[src/rtl/x25519_pkg.sv]
`default_nettype none
// ============================================================================
//  Module      : x25519_pkg
//  Description : Shared types and constants for the X25519 byte-stream
//                wrapper: FSM state encoding, field width, byte count,
//                base-point u-coordinate and scalar clamp masks.
//  Revision    : 1.0 - initial release
// ============================================================================
package x25519_pkg;

    localparam int FE_W   = 255;
    localparam int NBYTES = 32;

    localparam logic [FE_W-1:0] BASE_U = 255'd9;

    // Clamp: force bit 254 high, force bits [2:0] low.
    localparam logic [FE_W-1:0] CLAMP_SET = {1'b1, {(FE_W-1){1'b0}}};
    localparam logic [FE_W-1:0] CLAMP_CLR = {{(FE_W-3){1'b0}}, 3'b111};

    typedef enum logic [2:0] {
        LOAD_K = 3'd0,
        LOAD_U = 3'd1,
        START  = 3'd2,
        WAIT   = 3'd3,
        SEND   = 3'd4
    } state_t;

endpackage
`default_nettype wire

[src/rtl/x25519_clamp.sv]
`default_nettype none
// ============================================================================
//  Module      : x25519_clamp
//  Description : Combinational X25519 scalar clamp on a 255-bit operand
//                (bit 254 set, bits [2:0] cleared, all else passed through).
//  Revision    : 1.0 - initial release
// ============================================================================
module x25519_clamp
    import x25519_pkg::*;
(
    input  logic [FE_W-1:0] scalar_in,
    output logic [FE_W-1:0] scalar_out
);

    // Mask-based form keeps every input bit in the cone of logic.
    assign scalar_out = (scalar_in | CLAMP_SET) & ~CLAMP_CLR;

endmodule
`default_nettype wire

[src/rtl/x25519_stream_if.sv]
`default_nettype none
// ============================================================================
//  Module      : x25519_stream_if
//  Description : Byte-stream front end for an external curve25519 core.
//                Collects 32 scalar bytes and 32 u-coordinate bytes
//                (little-endian), pulses core_start, waits for core_done
//                (ignoring it for DONE_GUARD cycles), then streams the
//                32-byte result out with valid/ready handshaking.
//                Optional build macro X25519_BASEPOINT_EN adds in_base,
//                which skips u-coordinate loading and uses u = 9.
//  Revision    : 1.0 - initial release
// ============================================================================
module x25519_stream_if
    import x25519_pkg::*;
#(
    parameter int DONE_GUARD = 1
)
(
    input  logic            clock,
    input  logic            reset_n,
    input  logic            in_valid,
    output logic            in_ready,
    input  logic [7:0]      in_data,
`ifdef X25519_BASEPOINT_EN
    input  logic            in_base,
`endif
    output logic            out_valid,
    input  logic            out_ready,
    output logic [7:0]      out_data,
    output logic            out_last,
    output logic            out_zero,
    output logic            busy,
    output logic            core_start,
    output logic [FE_W-1:0] core_scalar,
    output logic [FE_W-1:0] core_point,
    input  logic            core_done,
    input  logic [FE_W-1:0] core_out
);

    localparam int c_guard_w = (DONE_GUARD < 1) ? 1 : $clog2(DONE_GUARD + 1);

    state_t                 r_state;
    state_t                 w_next;
    logic [4:0]             r_cnt;
    logic [FE_W-1:0]        r_k;
    logic [FE_W-1:0]        r_u;
    logic [8*NBYTES-1:0]    r_res;
    logic                   r_zero;
    logic [c_guard_w-1:0]   r_guard;

    logic                   w_in_acc;
    logic                   w_out_acc;
    logic                   w_last_byte;
    logic                   w_capture;
    logic                   w_k_wr;
    logic                   w_u_wr;
    logic                   w_op_en;
    logic                   w_skip_u;
    logic [FE_W-1:0]        w_k_clamped;
    logic [FE_W-1:0]        w_u_sel;

    assign w_in_acc    = in_valid && in_ready;
    assign w_out_acc   = out_valid && out_ready;
    assign w_last_byte = (r_cnt == 5'(NBYTES - 1));
    assign w_capture   = (r_state == WAIT) && (r_guard == '0) && core_done;
    assign w_k_wr      = w_in_acc && (r_state == LOAD_K);
    assign w_u_wr      = w_in_acc && (r_state == LOAD_U);
    assign w_op_en     = (r_state == START) || (r_state == WAIT);

`ifdef X25519_BASEPOINT_EN
    logic r_base;

    // Base-point request is latched with scalar byte 0 and held for the op.
    always_ff @(posedge clock or negedge reset_n) begin
        if (!reset_n)                      r_base <= 1'b0;
        else if (w_k_wr && r_cnt == 5'd0)  r_base <= in_base;
    end

    assign w_skip_u = r_base;
    assign w_u_sel  = r_base ? BASE_U : r_u;
`else
    assign w_skip_u = 1'b0;
    assign w_u_sel  = r_u;
`endif

    x25519_clamp u_clamp (
        .scalar_in  (r_k),
        .scalar_out (w_k_clamped)
    );

    // Operands are presented only while the core owns them, zero otherwise.
    assign core_scalar = w_op_en ? w_k_clamped : '0;
    assign core_point  = w_op_en ? w_u_sel     : '0;

    // Result streams LSB-first out of a shift register.
    assign out_data = r_res[7:0];
    assign out_last = out_valid && w_last_byte;
    assign out_zero = out_valid && r_zero;

    // State register.
    always_ff @(posedge clock or negedge reset_n) begin
        if (!reset_n) r_state <= LOAD_K;
        else          r_state <= w_next;
    end

    // Next-state and per-state handshake/status outputs.
    always_comb begin
        w_next     = r_state;
        in_ready   = 1'b0;
        out_valid  = 1'b0;
        busy       = 1'b0;
        core_start = 1'b0;
        case (r_state)
            LOAD_K: begin
                in_ready = 1'b1;
                if (w_in_acc && w_last_byte) w_next = w_skip_u ? START : LOAD_U;
            end
            LOAD_U: begin
                in_ready = 1'b1;
                if (w_in_acc && w_last_byte) w_next = START;
            end
            START: begin
                busy       = 1'b1;
                core_start = 1'b1;
                w_next     = WAIT;
            end
            WAIT: begin
                busy = 1'b1;
                if (w_capture) w_next = SEND;
            end
            SEND: begin
                busy      = 1'b1;
                out_valid = 1'b1;
                if (w_out_acc && w_last_byte) w_next = LOAD_K;
            end
            default: w_next = LOAD_K;
        endcase
    end

    // Byte counter shared by load and send phases; wraps naturally at 31.
    always_ff @(posedge clock or negedge reset_n) begin
        if (!reset_n)                   r_cnt <= 5'd0;
        else if (w_in_acc || w_out_acc) r_cnt <= r_cnt + 5'd1;
    end

    // Operand byte capture; input bit 255 (byte 31 bit 7) is never stored.
    always_ff @(posedge clock or negedge reset_n) begin
        if (!reset_n) begin
            r_k <= '0;
            r_u <= '0;
        end else begin
            for (int b = 0; b < NBYTES - 1; b++) begin
                if (r_cnt == 5'(b)) begin
                    if (w_k_wr) r_k[8*b +: 8] <= in_data;
                    if (w_u_wr) r_u[8*b +: 8] <= in_data;
                end
            end
            if (w_last_byte) begin
                if (w_k_wr) r_k[FE_W-1 -: 7] <= in_data[6:0];
                if (w_u_wr) r_u[FE_W-1 -: 7] <= in_data[6:0];
            end
        end
    end

    // Guard countdown armed in START, consumed in WAIT.
    always_ff @(posedge clock or negedge reset_n) begin
        if (!reset_n)                                r_guard <= '0;
        else if (r_state == START)                   r_guard <= c_guard_w'(DONE_GUARD);
        else if (r_state == WAIT && r_guard != '0)   r_guard <= r_guard - 1'b1;
    end

    // Result capture on the first qualifying core_done, then byte shifting.
    always_ff @(posedge clock or negedge reset_n) begin
        if (!reset_n) begin
            r_res  <= '0;
            r_zero <= 1'b0;
        end else if (w_capture) begin
            r_res  <= {1'b0, core_out};
            r_zero <= (core_out == '0);
        end else if (w_out_acc) begin
            r_res  <= r_res >> 8;
        end
    end

endmodule
`default_nettype wire

[config.mk]
export PLATFORM = sky130hd
export DESIGN_NAME = x25519_stream_if
export DESIGN_NICKNAME = d
export VERILOG_FILES = /design/src/rtl/x25519_pkg.sv /design/src/rtl/x25519_clamp.sv /design/src/rtl/x25519_stream_if.sv
export SDC_FILE = /design/constraint.sdc
export NUM_CORES = 1
export LEC_CHECK = 0
export CAP_MARGIN = 40
export CORE_AREA = 4 4 303 305
export CTS_CLUSTER_DIAMETER = 200
export DETAILED_ROUTE_END_ITERATION = 7
export DIE_AREA = 0 0 307 309
export HOLD_SLACK_MARGIN = 0.06
export PLACE_DENSITY = 0.66
export REMOVE_ABC_BUFFERS = 1
export SLEW_MARGIN = 10
export SYNTH_ARGS = -nofsm -noshare
export SYNTH_HDL_FRONTEND = slang
export SYNTH_SLANG_ARGS = --single-unit
[constraint.sdc]
create_clock -name clock -period 3.15 [get_ports clock]
set_input_delay 0.63 -clock clock [delete_from_list [all_inputs] [get_ports clock]]
set_output_delay 0.63 -clock clock [all_outputs]
set_load 0.01 [all_outputs]
==> qor.csv <==
metric,value,unit
wirelength,130500,um
initialDrtViolationCount,1701,
synth_fa_ha_area_share,0.2104,%
drc_errors,0,
gp_routability_congestion,0.9020,
track_usage,26.62,%
cts_sinks,771,
worst_slew_pin_slew,0.8924,ns
cpLargestDelayFamily,buffers and inverters,
synth_top_family_by_area,multiplexers,
fin_ws,0.06881,ns
power,40.76,mW
hold_depth,1,
r2r.worst_path.cells,5,
finalHoldViolations,0,
hp-start,r_u[42],
synth-simple-area-share,15.94,%
synthMuxAreaShare,22.99,%
critPathBufInv,3,
skew,0.04466,ns
post_drt_wl_per_cell,26.14,um
fin_setup_tns,0,ns
num_vias,26260,
core,89320,sq um
synth_flop_cell,dfrtp_1,
crit_required,2.52,ns
max_stage_delay,0.59,ns
synthCells,2981,
maxSlewHeadroom,40.50,%
synth_cell_type_count,46,
power.leakage,25.48,nW
cts_max_path_buffers,3,
avgSynthCellArea,11.97,sq um
critPathMaxFanout,28,
grt_util_met2,43.89,%
crit_slowest_cell,clkdlybuf4s50_1,
endpoint_kind,primary output,
die_w,307,um
grt_pass1_vias,27510,
regToRegStartpoint,r_cnt[0],
synthArstFlopShare,100.0,%
r2r_slack,0.49,ns
grt.busiest_layer,met2,
yosysWarnings,0,
finalSetupViolCount,0,
routed_via_density,5.257,
period_minus_slack,3.081,ns
max_cap_viol_count,0,
synth-compound-area-share,3.862,%
fillCellCount,7898,
use_met3,8.675,%
grt_pass1_wl,189000,um
cts_tree,yes,
dr.pass1.iters,5,
antenna_found_initial,4,
die-area,94860,sq um
finish.utilization,54.27,%
max_freq,324.6,MHz
io_pins,792,
ys_ff_latch,771,
dp_hpwl,91360,um
worstSetupStartpointType,flop,
row_count,110,
status,finished clean,
synth_edf_count,0,
yosys.area_share.xor_xnor,0.07366,%
netlist_area,35670,sq um
met1_usage,33.13,%
ir_drop,0.0004956,V
worstPathCellList,nand2b_4 > inv_6 > clkbuf_16 > and2_1 > clkdlybuf4s50_1,
die_h,309,um
holdWs,0.4797,ns
grt_setup_unrepaired,yes,
reg2reg_to,r_k[112],
min_path_type,flop to flop,
power_density,840.7,nW/um^2
port_buffers,788,
start_util,39.94,%
final_nets,4026,
grt_max_degree,124,
root_buffer,clkbuf_16,
post-route-period-util,97.82,%
path_class,flop to primary output,
path_clk_slew,0.06,ns
drive_above_1_share,20.13,%
whs_endpoint,r_u[42],
h-tree-depth,3,
clkLatencyLatePin,0.64,ns
maxSlewViolCount,0,
cts_buffers,86,
antenna_left,0,
yosysSeqAreaShare,54.08,%
arrival,2.45,ns
grt_overflow,0,
area_delta_synth_final,35.90,%
pre_cts_ws,-0.4751,ns
[layout by cell type, fill, tap and decap left out, drive strengths merged, types with 5 or more instances in the layout]
cell type and n:
buf 118, a22o 8, clkinv 18, o21ai 248, nand3 28, nand2b 5
mux2i 247, and2 508, inv 9, ha 6, nor4 66, bufinv 5
mux2 506, nor2 39, dfrtp 771, dlygate4sd2 223, nand4 19, dlymetal6s2s 76
nand2 275, clkinvlp 6, clkdlybuf4s50 480, clkbuf 126
[synthesized netlist by cell type, types with 14 or more instances]
cell type | n | share of area, %
dfrtp_1 | 771 | 54
and2_1 | 508 | 8.9
mux2_2 | 423 | 13
nand2_1 | 273 | 2.9
o21ai_0 | 248 | 3.5
mux2i_1 | 247 | 6.9
clkbuf_1 | 140 | 1.5
mux2_1 | 75 | 2.4
nor4_1 | 66 | 1.2
buf_2 | 55 | 0.77
nand3_4 | 17 | 0.83
nand4_1 | 16 | 0.28
buf_4 | 14 | 0.29
[sequential cells by signal (all words and copies together) (netlist names)]
| name | count |
|---|---|
| r_cnt | 5 |
| r_state | 3 |
| r_zero | 1 |
| r_u | 255 |
| r_k | 251 |
| r_res | 255 |
| r_guard | 1 |
[cells by family (layout without fill, tap and decap cells)]
logic type | after synthesis | in the layout
and+or+nand+nor | 952 | 952
DFF | 771 | 771
muxes | 753 | 753
AOI/OAI and AO/OA | 265 | 265
buffers and inverters | 230 | 1062
adders and majority gates | 6 | 6
xor gates and xnor gates | 3 | 3
other | 1 | 6
[cell type report]
class / count / area (sq um) / share of cell area, %
Sequential cell: 771 / 19300 / 39.80
Multi-Input combinational cell: 1982 / 15420 / 31.81
Timing Repair Buffer: 903 / 9310 / 19.20
Clock buffer: 121 / 2504 / 5.164
Tap cell: 1176 / 1471 / 3.035
Clock inverter: 30 / 400.4 / 0.8259
Inverter: 6 / 48.80 / 0.1007
Timing Repair inverter: 2 / 17.52 / 0.03613
Antenna cell: 3 / 7.507 / 0.01549
[worst reg2reg max path, delay by kind of cell, from the launching register on]
kind / cells / cell delay, ns
adder cells (fa/ha/maj): 1 / 0.69
flip-flops: 1 / 0.42
multiplexers: 1 / 0.40
buffers and inverters: 1 / 0.14
AND/OR/NAND/NOR: 2 / 0.91
[worst max-delay path by stage]
stage	from	endpoint	cells after the start
floorplan	r_state[2]	r_res[247]	5
global placement	core_out[42]	r_zero	7
detailed placement	core_out[42]	r_zero	7
CTS	r_state[2]	core_scalar[144]	5
global route	r_state[2]	core_point[156]	5
finish	r_state[2]	core_scalar[172]	5
[per-stage QoR]
step | std cells | area [sq um]
floorplan | 2759 | 34690
detailed placement | 4824 | 45290
global placement | 4824 | 45290
finish | 4994 | 48480
global route | 4991 | 48470
CTS | 4982 | 48090
[per-layer routing]
| layer | wire [um] | part of all wire, % | up-vias |
|---|---|---|---|
| li1 | - | - | 11730 |
| met1 | 53050 | 41 | 13470 |
| met2 | 61890 | 47 | 849 |
| met3 | 10850 | 8.3 | 206 |
| met4 | 4715 | 3.6 | 4 |
| met5 | 23 | 0.018 | - |
[what timing repair did]
item	CTS	global route
cloned	4	5
hold buffers	1	0
endpoints found under the setup margin	499	265
resized for setup	240	82
setup buffers	2	3
hold endpoints to repair	42	0
[power by group]
part / total [mW] / internal, mW / switching [mW]
sequential: 15.7 / 13.6 / 2.08
combinational: 14.8 / 7.23 / 7.55
clock: 10.3 / 6.00 / 4.32
total: 40.8 / 26.8 / 14.0
Note: power is estimated with default switching activity, not from simulation.
